<file path="src/rtl/tappy_rx.sv">
// tappy_rx: oversampled clk/dat serial frame decoder feeding a
// show-ahead FIFO with a valid/ready output handshake.
// Ports: sysclk, rst_n (async, active low)
//        clk, dat         : external serial link, idle high
//        word/valid/ready : FIFO head and handshake
//        level            : FIFO occupancy 0..DEPTH
//        frame_err        : pulse on bad stop/parity/timeout
//        overflow         : pulse when a good frame hits a full FIFO
// Build option: TAPPY_RX_PARITY_EN adds an odd-parity bit.
module tappy_rx #(
  parameter int WIDTH       = 8,
  parameter int MSB_FIRST   = 0,
  parameter int DEPTH       = 4,
  parameter int TIMEOUT     = 64,
  parameter int SYNC_STAGES = 2
) (
  input  logic                     sysclk,
  input  logic                     rst_n,
  input  logic                     clk,
  input  logic                     dat,
  output logic [WIDTH-1:0]         word,
  output logic                     valid,
  input  logic                     ready,
  output logic [$clog2(DEPTH):0]   level,
  output logic                     frame_err,
  output logic                     overflow
);

  localparam int BW = (WIDTH > 1) ? $clog2(WIDTH) : 1;
  localparam int TW = $clog2(TIMEOUT + 1);
  localparam int AW = $clog2(DEPTH);
  localparam int LW = AW + 1;

  localparam logic [BW-1:0] LAST = BW'(WIDTH - 1);
  localparam logic [TW-1:0] TMAX = TW'(TIMEOUT);
  localparam logic [LW-1:0] FULL = LW'(DEPTH);

  typedef enum logic [1:0] {
    IDLE,
    DATA,
    PARITY,
    STOP
  } state_t;

`ifdef TAPPY_RX_PARITY_EN
  localparam state_t AFTER = PARITY;
`else
  localparam state_t AFTER = STOP;
`endif

  logic [SYNC_STAGES-1:0] clk_sync;
  logic [SYNC_STAGES-1:0] dat_sync;
  logic                   clk_prev;
  logic                   clk_s;
  logic                   dat_s;
  logic                   fall;

  state_t                 state;
  state_t                 state_d;
  logic [WIDTH-1:0]       sr;
  logic [WIDTH-1:0]       sr_nxt;
  logic [BW-1:0]          bitcnt;
  logic [TW-1:0]          tocnt;
  logic                   tout;
  logic                   last;
  logic                   par_ok;
  logic                   good;
  logic                   bad;

  logic                   push_q;
  logic [WIDTH-1:0]       push_w;

  logic [WIDTH-1:0]       mem [DEPTH];
  logic [AW-1:0]          wptr;
  logic [AW-1:0]          rptr;
  logic [LW-1:0]          count;
  logic                   full;
  logic                   pop;
  logic                   wr;

  assign clk_s = clk_sync[SYNC_STAGES-1];
  assign dat_s = dat_sync[SYNC_STAGES-1];
  assign fall  = clk_prev & ~clk_s;

  always_ff @(posedge sysclk or negedge rst_n) begin
    if (!rst_n) begin
      clk_sync <= '1;
      dat_sync <= '1;
      clk_prev <= 1'b1;
    end else begin
      clk_sync <= {clk_sync[SYNC_STAGES-2:0], clk};
      dat_sync <= {dat_sync[SYNC_STAGES-2:0], dat};
      clk_prev <= clk_s;
    end
  end

  generate
    if (WIDTH == 1) begin : g_w1
      assign sr_nxt = dat_s;
    end else if (MSB_FIRST != 0) begin : g_msb
      assign sr_nxt = {sr[WIDTH-2:0], dat_s};
    end else begin : g_lsb
      assign sr_nxt = {dat_s, sr[WIDTH-1:1]};
    end
  endgenerate

  assign last = (bitcnt == LAST);
  assign tout = (state != IDLE) && (tocnt == TMAX);

  // State register
  always_ff @(posedge sysclk or negedge rst_n) begin
    if (!rst_n) begin
      state <= IDLE;
    end else begin
      state <= state_d;
    end
  end

  // Next state: timeout wins over a same-cycle edge
  always_comb begin
    state_d = state;
    if (tout) begin
      state_d = IDLE;
    end else if (fall) begin
      unique case (state)
        IDLE:    if (!dat_s) state_d = DATA;
        DATA:    if (last) state_d = AFTER;
        PARITY:  state_d = STOP;
        STOP:    state_d = IDLE;
        default: state_d = IDLE;
      endcase
    end
  end

  // Frame outcome
  always_comb begin
    good = 1'b0;
    bad  = 1'b0;
    if (tout) begin
      bad = 1'b1;
    end else if (fall && state == STOP) begin
      if (dat_s && par_ok) good = 1'b1;
      else                 bad  = 1'b1;
    end
  end

`ifdef TAPPY_RX_PARITY_EN
  logic pbit;

  // Odd parity over data plus parity bit
  assign par_ok = (^sr) ^ pbit;

  always_ff @(posedge sysclk or negedge rst_n) begin
    if (!rst_n) begin
      pbit <= 1'b0;
    end else if (!tout && fall && state == PARITY) begin
      pbit <= dat_s;
    end
  end
`else
  assign par_ok = 1'b1;
`endif

  always_ff @(posedge sysclk or negedge rst_n) begin
    if (!rst_n) begin
      sr     <= '0;
      bitcnt <= '0;
      tocnt  <= '0;
    end else begin
      if (state == IDLE || fall || tout) tocnt <= '0;
      else                               tocnt <= tocnt + 1'b1;
      if (!tout && fall) begin
        if (state == IDLE) bitcnt <= '0;
        if (state == DATA) begin
          sr     <= sr_nxt;
          bitcnt <= bitcnt + 1'b1;
        end
      end
    end
  end

  always_ff @(posedge sysclk or negedge rst_n) begin
    if (!rst_n) begin
      push_q    <= 1'b0;
      push_w    <= '0;
      frame_err <= 1'b0;
    end else begin
      push_q    <= good;
      push_w    <= sr;
      frame_err <= bad;
    end
  end

  assign full  = (count == FULL);
  assign valid = (count != '0);
  assign pop   = valid & ready;
  // A pop frees the slot a full-FIFO push needs
  assign wr    = push_q & (~full | pop);
  assign level = count;
  assign word  = valid ? mem[rptr] : '0;

  always_ff @(posedge sysclk) begin
    if (wr) mem[wptr] <= push_w;
  end

  always_ff @(posedge sysclk or negedge rst_n) begin
    if (!rst_n) begin
      wptr     <= '0;
      rptr     <= '0;
      count    <= '0;
      overflow <= 1'b0;
    end else begin
      overflow <= push_q & full & ~pop;
      if (wr)  wptr <= wptr + 1'b1;
      if (pop) rptr <= rptr + 1'b1;
      unique case ({wr, pop})
        2'b10:   count <= count + 1'b1;
        2'b01:   count <= count - 1'b1;
        default: count <= count;
      endcase
    end
  end

endmodule

</file>
<file path="config.mk">
export PLATFORM = sky130hd
export DESIGN_NAME = tappy_rx
export DESIGN_NICKNAME = d
export VERILOG_FILES = /design/src/rtl/tappy_rx.sv
export SDC_FILE = /design/constraint.sdc
export NUM_CORES = 1
export LEC_CHECK = 0
export BUFFER_PORTS_ARGS = -buffer_cell sky130_fd_sc_hd__clkbuf_2
export CORE_MARGIN = 10
export CORE_UTILIZATION = 59
export DETAILED_ROUTE_END_ITERATION = 16
export PLACE_DENSITY = 0.78
export SLEW_MARGIN = 20
export SYNTH_ARGS = -nofsm -noshare
export SYNTH_HDL_FRONTEND = slang
export SYNTH_SLANG_ARGS = --single-unit
</file>
<file path="constraint.sdc">
create_clock -name sysclk -period 2.8 [get_ports sysclk]
set_input_delay 0.14 -clock sysclk [delete_from_list [all_inputs] [get_ports sysclk]]
set_output_delay 0.14 -clock sysclk [all_outputs]
set_load 0.1 [all_outputs]
</file>
==> reports/results.ini, run 1 <==
[run_status]
status = completed

[global_routing]
grt_use_total_pct = 12.29
overflow = 0
grt_pass1_wl_mm = 8.231
antenna_found_initial = 0
grt_pass1_vias = 1769
grt_max_degree = 44

[floorplan]
start_util_pct = 60.11
die_y_um = 91.91
die_area_um2 = 8447
core_um2 = 5075
die_w_um = 91.91
rows = 26
boundaryPins = 19

[cells_and_area]
drive_above_1_share_pct = 27.68
nFillCells = 378
multi_input_area_um2 = 934.6
area_growth_pct = 12.06
fin_area_um2 = 3418
seqCellArea_um2 = 2047
diodes = 0
final_nets = 238

[worst_setup_path]
max_stage_delay_ns = 0.71
cp_slowest_cell = dfrtp_1
worst-setup-path-type = flip-flop to output port
end_kind = output port
crit_required_ns = 2.66
path_max_fanout = 10
path_cells = mux4_2 -> and2_1 -> clkbuf_2
cp.arrival_ns = 2.17
cp-start-kind = flip-flop

[route]
drtIter0Drc = 132
ant_nets = 0
wirelength_mm = 4.583
viasPerCell = 5.211
wl_per_cell_um = 15.59
via_count = 1532
drtPass1Iterations = 4
drcViolationCount = 0

[placed_design]
place_congestion = 0.7369
placed_area_um2 = 3204
hpwlAfterDp_mm = 3.257
io_buffers = 18
pre_cts_slack_ns = 0.5194

[min_path]
min_path_type = primary input to flip-flop

[logic_synthesis]
synth_edf_count = 32
synthCells = 192
synth_top_cell_by_area = edfxtp_1
yosys_warnings = 0
synthTopCellsByArea = edfxtp_1, dfrtp_1, mux4_2, ha_1, dfstp_2
ys.flop_type = dfrtp_1
synth_cell_types = 34
yosysSeqAreaShare_pct = 66.98
synth.cell_area_um2 = 3050
async_flop_share_pct = 57.33
synthesis.nets = 211
syn_area_per_cell_um2 = 15.89
yosysTopAreaCellShare_pct = 31.50
ys_ff_latch = 75

[clocking]
cts.sinks = 75
ctsHtreeMaxLevel = 3
clock_latency_ns = 0.34
cts_buffers = 9
clkTransAtPathRegs_ns = 0.07
cts_root_buf = clkbuf_8
clk_path_buf_depth = 2
cts_tree = yes

[sta]
min_period_ns = 2.311
hold_violations = 0
maxSlewHeadroom_pct = 38.58
rsz0062_at_grt = no
fin_tns_setup_ns = 0
setup-violations-final = 0
slew_viol_final = 0
period_share_pct = 82.54
worst_slew_pin_slew_ns = 0.9213
setup_ws_ns = 0.4889
clock_skew_ns = 0.01042
fmax_mhz = 432.7

[flow_run]
maxCapViolCount = 0

[layout by cell type, fill, tap and decap left out, drive strengths merged, types with 3 or more instances in the layout]
| cell | n |
|---|---|
| and2 | 14 |
| and3 | 4 |
| clkbuf | 32 |
| dfrtp | 38 |
| dfstp | 5 |
| dlygate4sd3 | 3 |
| edfxtp | 32 |
| ha | 13 |
| inv | 12 |
| mux2 | 8 |
| mux4 | 8 |
| nand2 | 9 |
| nand3 | 5 |
| nor2 | 11 |
| xnor2 | 6 |
| xor2 | 5 |
[per-layer routing]
metal  up-vias  share of wire [%]  GRT usage [%]
li1        718                  -              -
met4         0                2.2          6.555
met5         -                  0              0
met1       782                 41          13.18
met2        23                 53          21.18
met3         9                4.1          3.912
[final timing paths]
path                        startpoint     endpoint  slack (ns)  cells after the start
setup / recovery               rptr[0]      word[3]        0.49                      3
hold / removal                   ready     overflow        0.16                      3
setup reg to reg              level[1]     level[2]        0.53                      9
hold reg to reg            dat_sync[0]  dat_sync[1]        0.36                      0
max in group asynchronous        rst_n     level[1]        1.71                      2
min in group asynchronous        rst_n    push_w[4]        0.47                      2
[through the flow]
stage	instances	utilization (%)	hold WS (ns)
2_1_floorplan	192	-	-0.1556
3_3_place_gp	275	63.14	0.2282
3_5_place_dp	275	63.14	0.2289
4_1_cts	294	67.36	0.1546
5_1_grt	294	67.36	0.1708
6_report	294	67.36	0.1642
[cell families (layout without fill, tap and decap cells)]
| group | after synthesis | count (layout) | synth area share [%] |
|---|---|---|---|
| flip-flops | 75 | 75 | 66.98 |
| AND/OR/NAND/NOR | 49 | 49 | 9.311 |
| multiplexers | 17 | 17 | 10.05 |
| buffers and inverters | 17 | 49 | 2.379 |
| adder cells (fa/ha/maj) | 14 | 14 | 5.989 |
| XOR/XNOR | 11 | 11 | 3.158 |
| AO/OA/AOI/OAI | 9 | 9 | 2.133 |
[worst max-delay path: cells and delay by family (launching register included)]
kind	cells	cell delay [ns]
DFF	1	0.71
and+or+nand+nor	1	0.18
muxes	1	0.58
buffers and inverters	1	0.37
[flip-flops by register name, indices dropped and copies added, names as in the netlist]
register,flops
sr,8
overflow,1
dat_sync,2
wptr,2
tocnt,7
mem,32
frame_err,1
clk_sync,2
push_w,8
bitcnt,3
push_q,1
state,2
clk_prev,1
level,3
rptr,2
[final cells by class]
type	count	share of cell area, %
Clock buffer	15	5.161
Clock inverter	1	0.2196
Inverter	12	1.318
Multi-Input combinational cell	100	27.34
Sequential cell	75	59.88
Tap cell	70	2.562
Timing Repair Buffer	21	3.514
[cells in the mapped netlist (2+ instances only)]
library cell   n
nand3_1        4
a22o_2         2
and3_2         2
ha_1          13
dfstp_2        5
mux4_2         8
dfrtp_1       38
nor2_1        11
nor2b_1        2
and2_1        14
inv_1         12
edfxtp_1      32
o22ai_1        2
clkbuf_1       3
nand2_1        9
o21ai_0        2
mux2_4         7
xnor2_1        6
xor2_1         5
[what timing repair did]
| action | CTS | global route |
|---|---|---|
| hold endpoints to repair | 9 | 0 |
| hold buffers | 3 | 0 |
| setup buffers | 0 | 0 |
| endpoints found under the setup margin | 0 | 0 |
| resized for setup | 0 | 0 |
Power of run 1 is not shown: default switching activity piles up to over one toggle a cycle in this logic, so the estimate is an artifact.
==> run 2, diff against run 1 <==
Settings changed: CORE_UTILIZATION 59 to 53, PLACE_DENSITY 0.78 to 0.74.
Clock period 2.8 ns to 2.1 ns, I/O delays scaled along.
==> run 2 against run 1 <==
Sequential share of layout area down 4.6 points. Non-clock buffer count up 8. First-iteration DRC count down 34%. Die area up 8.8%. Wire length down 1.8%. Global-route usage down 1.3 points. Count of clock-buffer cells in the layout down 6.
==> reports/results.ini, run 2 (synthesized netlist as in run 1, its figures left out) <==
[run_status]
status = completed

[global_routing]
antenna_found_initial = 0  ; unchanged
overflow = 0  ; unchanged
grt_use_total_pct = 11.01  ; -1.3 points
grt_pass1_wl_mm = 7.590  ; -7.8%
grt_max_degree = 30  ; -32%
grt_pass1_vias = 1616  ; -8.6%

[clocking]
cts.sinks = 75  ; unchanged
ctsHtreeMaxLevel = 3  ; unchanged
clock_latency_ns = 0.34  ; about the same
cts_root_buf = clkbuf_8
cts_tree = yes
cts_buffers = 9  ; unchanged
clk_path_buf_depth = 2  ; unchanged
clkTransAtPathRegs_ns = 0.08  ; about the same

[route]
ant_nets = 0  ; unchanged
via_count = 1585  ; +3.5%
drcViolationCount = 0  ; unchanged
drtPass1Iterations = 4  ; unchanged
wl_per_cell_um = 14.81  ; -5.0%
viasPerCell = 5.214  ; about the same
wirelength_mm = 4.501  ; -1.8%
drtIter0Drc = 87  ; -34%

[floorplan]
rows = 27  ; +3.8%
start_util_pct = 55.06  ; -5.0 points
die_y_um = 95.87  ; +4.3%
core_um2 = 5540  ; +9.2%
die_area_um2 = 9190  ; +8.8%
boundaryPins = 19  ; unchanged
die_w_um = 95.87  ; +4.3%

[min_path]
min_path_type = primary input to flip-flop

[cells_and_area]
diodes = 0  ; unchanged
fin_util_pct = 67.03  ; -0.33 points
seqCellArea_um2 = 2054  ; +0.37%
area_growth_pct = 21.74
final_nets = 246  ; +3.4%
reg.largest.list = mem x32, push_w x8, sr x8
largest_reg_flops = 32  ; unchanged
final_cell_mix = dfrtp_1, edfxtp_1, and2_1
top_register = mem
final_cell_count_no_fill = 304  ; +3.4%
nFillCells = 387  ; +2.4%
multi_input_area_um2 = 974.7  ; +4.3%
final_common_cell = dfrtp_1
drive_above_1_share_pct = 34.91  ; +7.2 points

[worst_setup_path]
worst-setup-path-type = flip-flop to flip-flop
timing.critical_path.buf_inv = 2  ; +1
path_cells = nor4b_4 -> nor2b_2 -> inv_2 -> ha_4 -> inv_2 -> fa_2 -> xor2_1 -> nor2_1 -> xor2_1
cp-start-kind = flip-flop
cp_slowest_cell = dfrtp_4
end_kind = flip-flop
crit_required_ns = 2.36  ; -0.30 ns
path_max_fanout = 5  ; -5
path_delay_family = flip-flops
max_stage_delay_ns = 0.52  ; -0.19 ns
cp.arrival_ns = 2.22  ; +0.05 ns

[sta]
fmax_mhz = 511.0
setup-violations-final = 0  ; unchanged
clock_skew_ns = 0.005426  ; -0.004995 ns
min_period_ns = 1.957
rsz0062_at_grt = no
maxSlewHeadroom_pct = 63.87  ; +25 points
hold_violations = 0  ; unchanged
worst_slew_pin_slew_ns = 0.5443  ; -0.3771 ns
period_share_pct = 93.20
slew_viol_final = 0  ; unchanged
hold_slack_ns = 0.1286  ; -0.03564 ns

[placed_design]
dp.cells = 284  ; +3.3%
hpwlAfterDp_mm = 3.096  ; -4.9%
place_congestion = 0.7512  ; +1.9%
io_buffers = 18  ; unchanged

[flow_run]
maxCapViolCount = 0  ; unchanged

[run 2: metrics by stage]
stage	worst slack, ns	cell area (µm²)	TNS, ns
6_report	0.1429	3714	0
5_1_grt	0.02076	3714	0
4_1_cts	0.05116	3695	0
3_5_place_dp	0.07110	3416	0
3_3_place_gp	0.1409	3416	0
2_1_floorplan	-0.1582	3112	-0.2920
[run 2: final cells by class]
class                   instances  area share [%]
flip-flops and latches         75           55.32
well taps                      72           2.426
clock buffers                   9           3.336
multi-input cells             100           26.25
repair buffers                 29           8.086
clock inverters                 7           3.369
inverters                      12           1.213
[run 2: per-layer routing]
| layer | part of all wire [%] | global-route usage, % | vias to the layer above |
|---|---|---|---|
| met5 | 0 | 0 | - |
| met4 | 2.3 | 5.774 | 0 |
| met3 | 5.3 | 3.735 | 9 |
| met2 | 49 | 17.38 | 31 |
| met1 | 43 | 13.13 | 805 |
| li1 | - | - | 740 |
[run 2: worst paths after layout]
| kind | startpoint | endpoint | slack [ns] | cells past startpoint |
|---|---|---|---|---|
| worst min-delay path | ready | overflow | 0.13 | 3 |
| worst min register to register | clk_sync[0] | clk_sync[1] | 0.35 | 0 |
| worst max register to register | level[0] | level[2] | 0.14 | 9 |
| worst max-delay path | level[0] | level[2] | 0.14 | 9 |
| min in group asynchronous | rst_n | tocnt[4] | 0.21 | 2 |
| max in group asynchronous | rst_n | clk_prev | 1.17 | 3 |
[run 2: repair_timing]
action	CTS	global route
hold endpoints to repair	16	0
hold buffers	3	0
endpoints found under the setup margin	0	1
resized for setup	0	3
buffers inserted	0	2
[run 2: worst reg2reg max path: cells and delay by family (launching register included)]
family                   cells  cell delay (ns)
buffers and inverters        2             0.10
AND/OR/NAND/NOR              3             0.51
XOR/XNOR                     2             0.30
flip-flops                   1             0.52
adder cells (fa/ha/maj)      2             0.45
Power of run 2 is left out for the same reason.
==> run 3, diff against run 2 <==
Settings changed: BUFFER_PORTS_ARGS -buffer_cell sky130_fd_sc_hd__clkbuf_2 to unset, CORE_UTILIZATION 53 to 56, CTS_CLUSTER_DIAMETER set to 150, DONT_BUFFER_PORTS set to 1.
==> run 3 against run 2 <==
Flip-flop and latch count unchanged. Non-clock buffer count down 4. Global-route usage up 1.3 points. Utilization up 1.9 points. Maximum frequency down 7.9%. Count of clock-buffer cells in the layout up 1. Cell area down 3.4%. Largest cell class unchanged. Register-to-register slack worse by 0.17 ns. The run now ends with negative setup slack left. Clock skew up 0.0059 ns.
==> reports/results.ini, run 3 (synthesized netlist as in run 1, its figures left out) <==
[worst_setup_path]
cp.arrival_ns = 2.37  ; +0.15 ns
cp_slowest_cell = dfrtp_4
crit_required_ns = 2.34  ; -0.02 ns
max_stage_delay_ns = 0.50  ; -0.02 ns
end_kind = flip-flop
cpMostUsedCell = xor2_1
worst-setup-path-type = flip-flop to flip-flop
crit_path_start = level[0]
cp-start-kind = flip-flop
path_max_fanout = 3  ; -2
r2r_slack_ns = -0.02  ; -0.17 ns
r2r_end = level[2]
endpoint = level[2]
r2r.worst_path.cells = 9  ; unchanged
path_cells = nor4b_4 -> nor2b_1 -> inv_1 -> ha_4 -> inv_2 -> fa_2 -> xor2_1 -> nor2_1 -> xor2_1
r2r-start = level[0]

[floorplan]
start_util_pct = 58.61  ; +3.5 points
die_y_um = 93.81  ; -2.1%
boundaryPins = 19  ; unchanged
rows = 26  ; -3.7%
die_area_um2 = 8799  ; -4.3%
die_w_um = 93.81  ; -2.1%
core_um2 = 5205  ; -6.1%

[cells_and_area]
final_cell_mix = dfrtp_1, edfxtp_1, buf_4
final_common_cell = dfrtp_1
reg.largest.list = mem x32, push_w x8, sr x8
final_nets = 242  ; -1.6%
fin_util_pct = 68.89  ; +1.9 points
final_cell_count_no_fill = 298  ; -2.0%
diodes = 0  ; unchanged
largest_reg_flops = 32  ; unchanged
area_growth_pct = 17.56
drive_above_1_share_pct = 31.14  ; -3.8 points
top_register = mem

[sta]
maxSlewHeadroom_pct = 70.22  ; +6.4 points
hold_violations = 0  ; unchanged
clock_skew_ns = 0.01128  ; +0.005851 ns
slew_viol_final = 0  ; unchanged
worst_slew_pin_slew_ns = 0.4467  ; -0.09761 ns
setup-violations-final = 1  ; +1
setup_ws_ns = -0.02448  ; -0.1674 ns
hold_slack_ns = 0.02579  ; -0.1028 ns
min_period_ns = 2.124  ; +0.1674 ns
period_share_pct = 101.2  ; +8.0 points
fmax_mhz = 470.7  ; -7.9%

[global_routing]
antenna_found_initial = 0  ; unchanged
grt_pass1_wl_mm = 8.452  ; +11%
grt_use_total_pct = 12.31  ; +1.3 points
grt_max_degree = 44  ; +47%
overflow = 0  ; unchanged
grt_pass1_vias = 1717  ; +6.3%

[route]
viasPerCell = 5.252  ; +0.73%
drcViolationCount = 0  ; unchanged
via_count = 1565  ; -1.3%
ant_nets = 0  ; unchanged
wl_per_cell_um = 16.62  ; +12%
drtIter0Drc = 88  ; +1.1%
drtPass1Iterations = 4  ; unchanged
wirelength_mm = 4.952  ; +10%

[placed_design]
place_congestion = 0.8046  ; +7.1%
pre_cts_slack_ns = 0.03517  ; -0.03592 ns
io_buffers = 0  ; -18
dp.cells = 274  ; -3.5%
hpwlAfterDp_mm = 3.415  ; +10%

[clocking]
clk_path_buf_depth = 2  ; unchanged
cts_tree = yes
cts_root_buf = clkbuf_8
ctsHtreeMaxLevel = 3  ; unchanged
clkTransAtPathRegs_ns = 0.07  ; about the same
cts_buffers = 9  ; unchanged
cts.sinks = 75  ; unchanged
clock_latency_ns = 0.34  ; about the same

[flow_run]
maxCapViolCount = 0  ; unchanged

[run_status]
violations = negative setup slack
status = finished, violations left

[min_path]
min_path_type = primary input to flip-flop

-- run 3: worst min path at each step --
stage	from	to	slack, ns	cells after the start
6_report	ready	rptr[0]	0.03	2
5_1_grt	ready	rptr[0]	0.02	2
4_1_cts	ready	rptr[0]	0.02	2
3_5_place_dp	rst_n	state[0]	-0.19	0
3_3_place_gp	rst_n	bitcnt[0]	-0.19	0
2_1_floorplan	rst_n	bitcnt[0]	-0.19	0
-- run 3: area by class of cell --
| class | instances | area (µm²) |
|---|---|---|
| Clock buffer | 10 | 137.6 |
| Inverter | 12 | 45.04 |
| Sequential cell | 75 | 2054 |
| Multi-Input combinational cell | 100 | 972.2 |
| Clock inverter | 6 | 78.83 |
| Timing Repair Buffer | 25 | 210.2 |
| Fill cell | 364 | 1619 |
| Tap cell | 70 | 87.58 |
-- run 3: worst max-delay path: cells and delay by family (launching register included) --
kind                       cells  cell delay [ns]
xor gates and xnor gates       2             0.33
adders and majority gates      2             0.48
buffers and inverters          2             0.15
DFF                            1             0.50
and+or+nand+nor                3             0.58
-- run 3: per-layer routing --
metal | global-route usage [%] | share of wire [%] | vias to the layer above
met5 | 0 | 0 | -
met4 | 7.089 | 2.4 | 0
met3 | 3.038 | 3.8 | 11
met2 | 21.14 | 53 | 27
met1 | 13.57 | 41 | 795
li1 | - | - | 732
-- run 3: stage by stage --
step	setup TNS [ns]	cell area [µm²]
2_1_floorplan	-0.2920	3112
6_report	-0.02448	3586
4_1_cts	0	3555
3_5_place_dp	0	3278
5_1_grt	-0.1403	3586
3_3_place_gp	0	3278
-- run 3: timing repair --
action / 4_1_cts / 5_1_grt
setup buffers: 0 / 3
hold buffers: 5 / 0
hold endpoints to repair: 46 / 0
resized for setup: 0 / 1
setup endpoints to repair: 0 / 1
Power of run 3 is left out for the same reason.
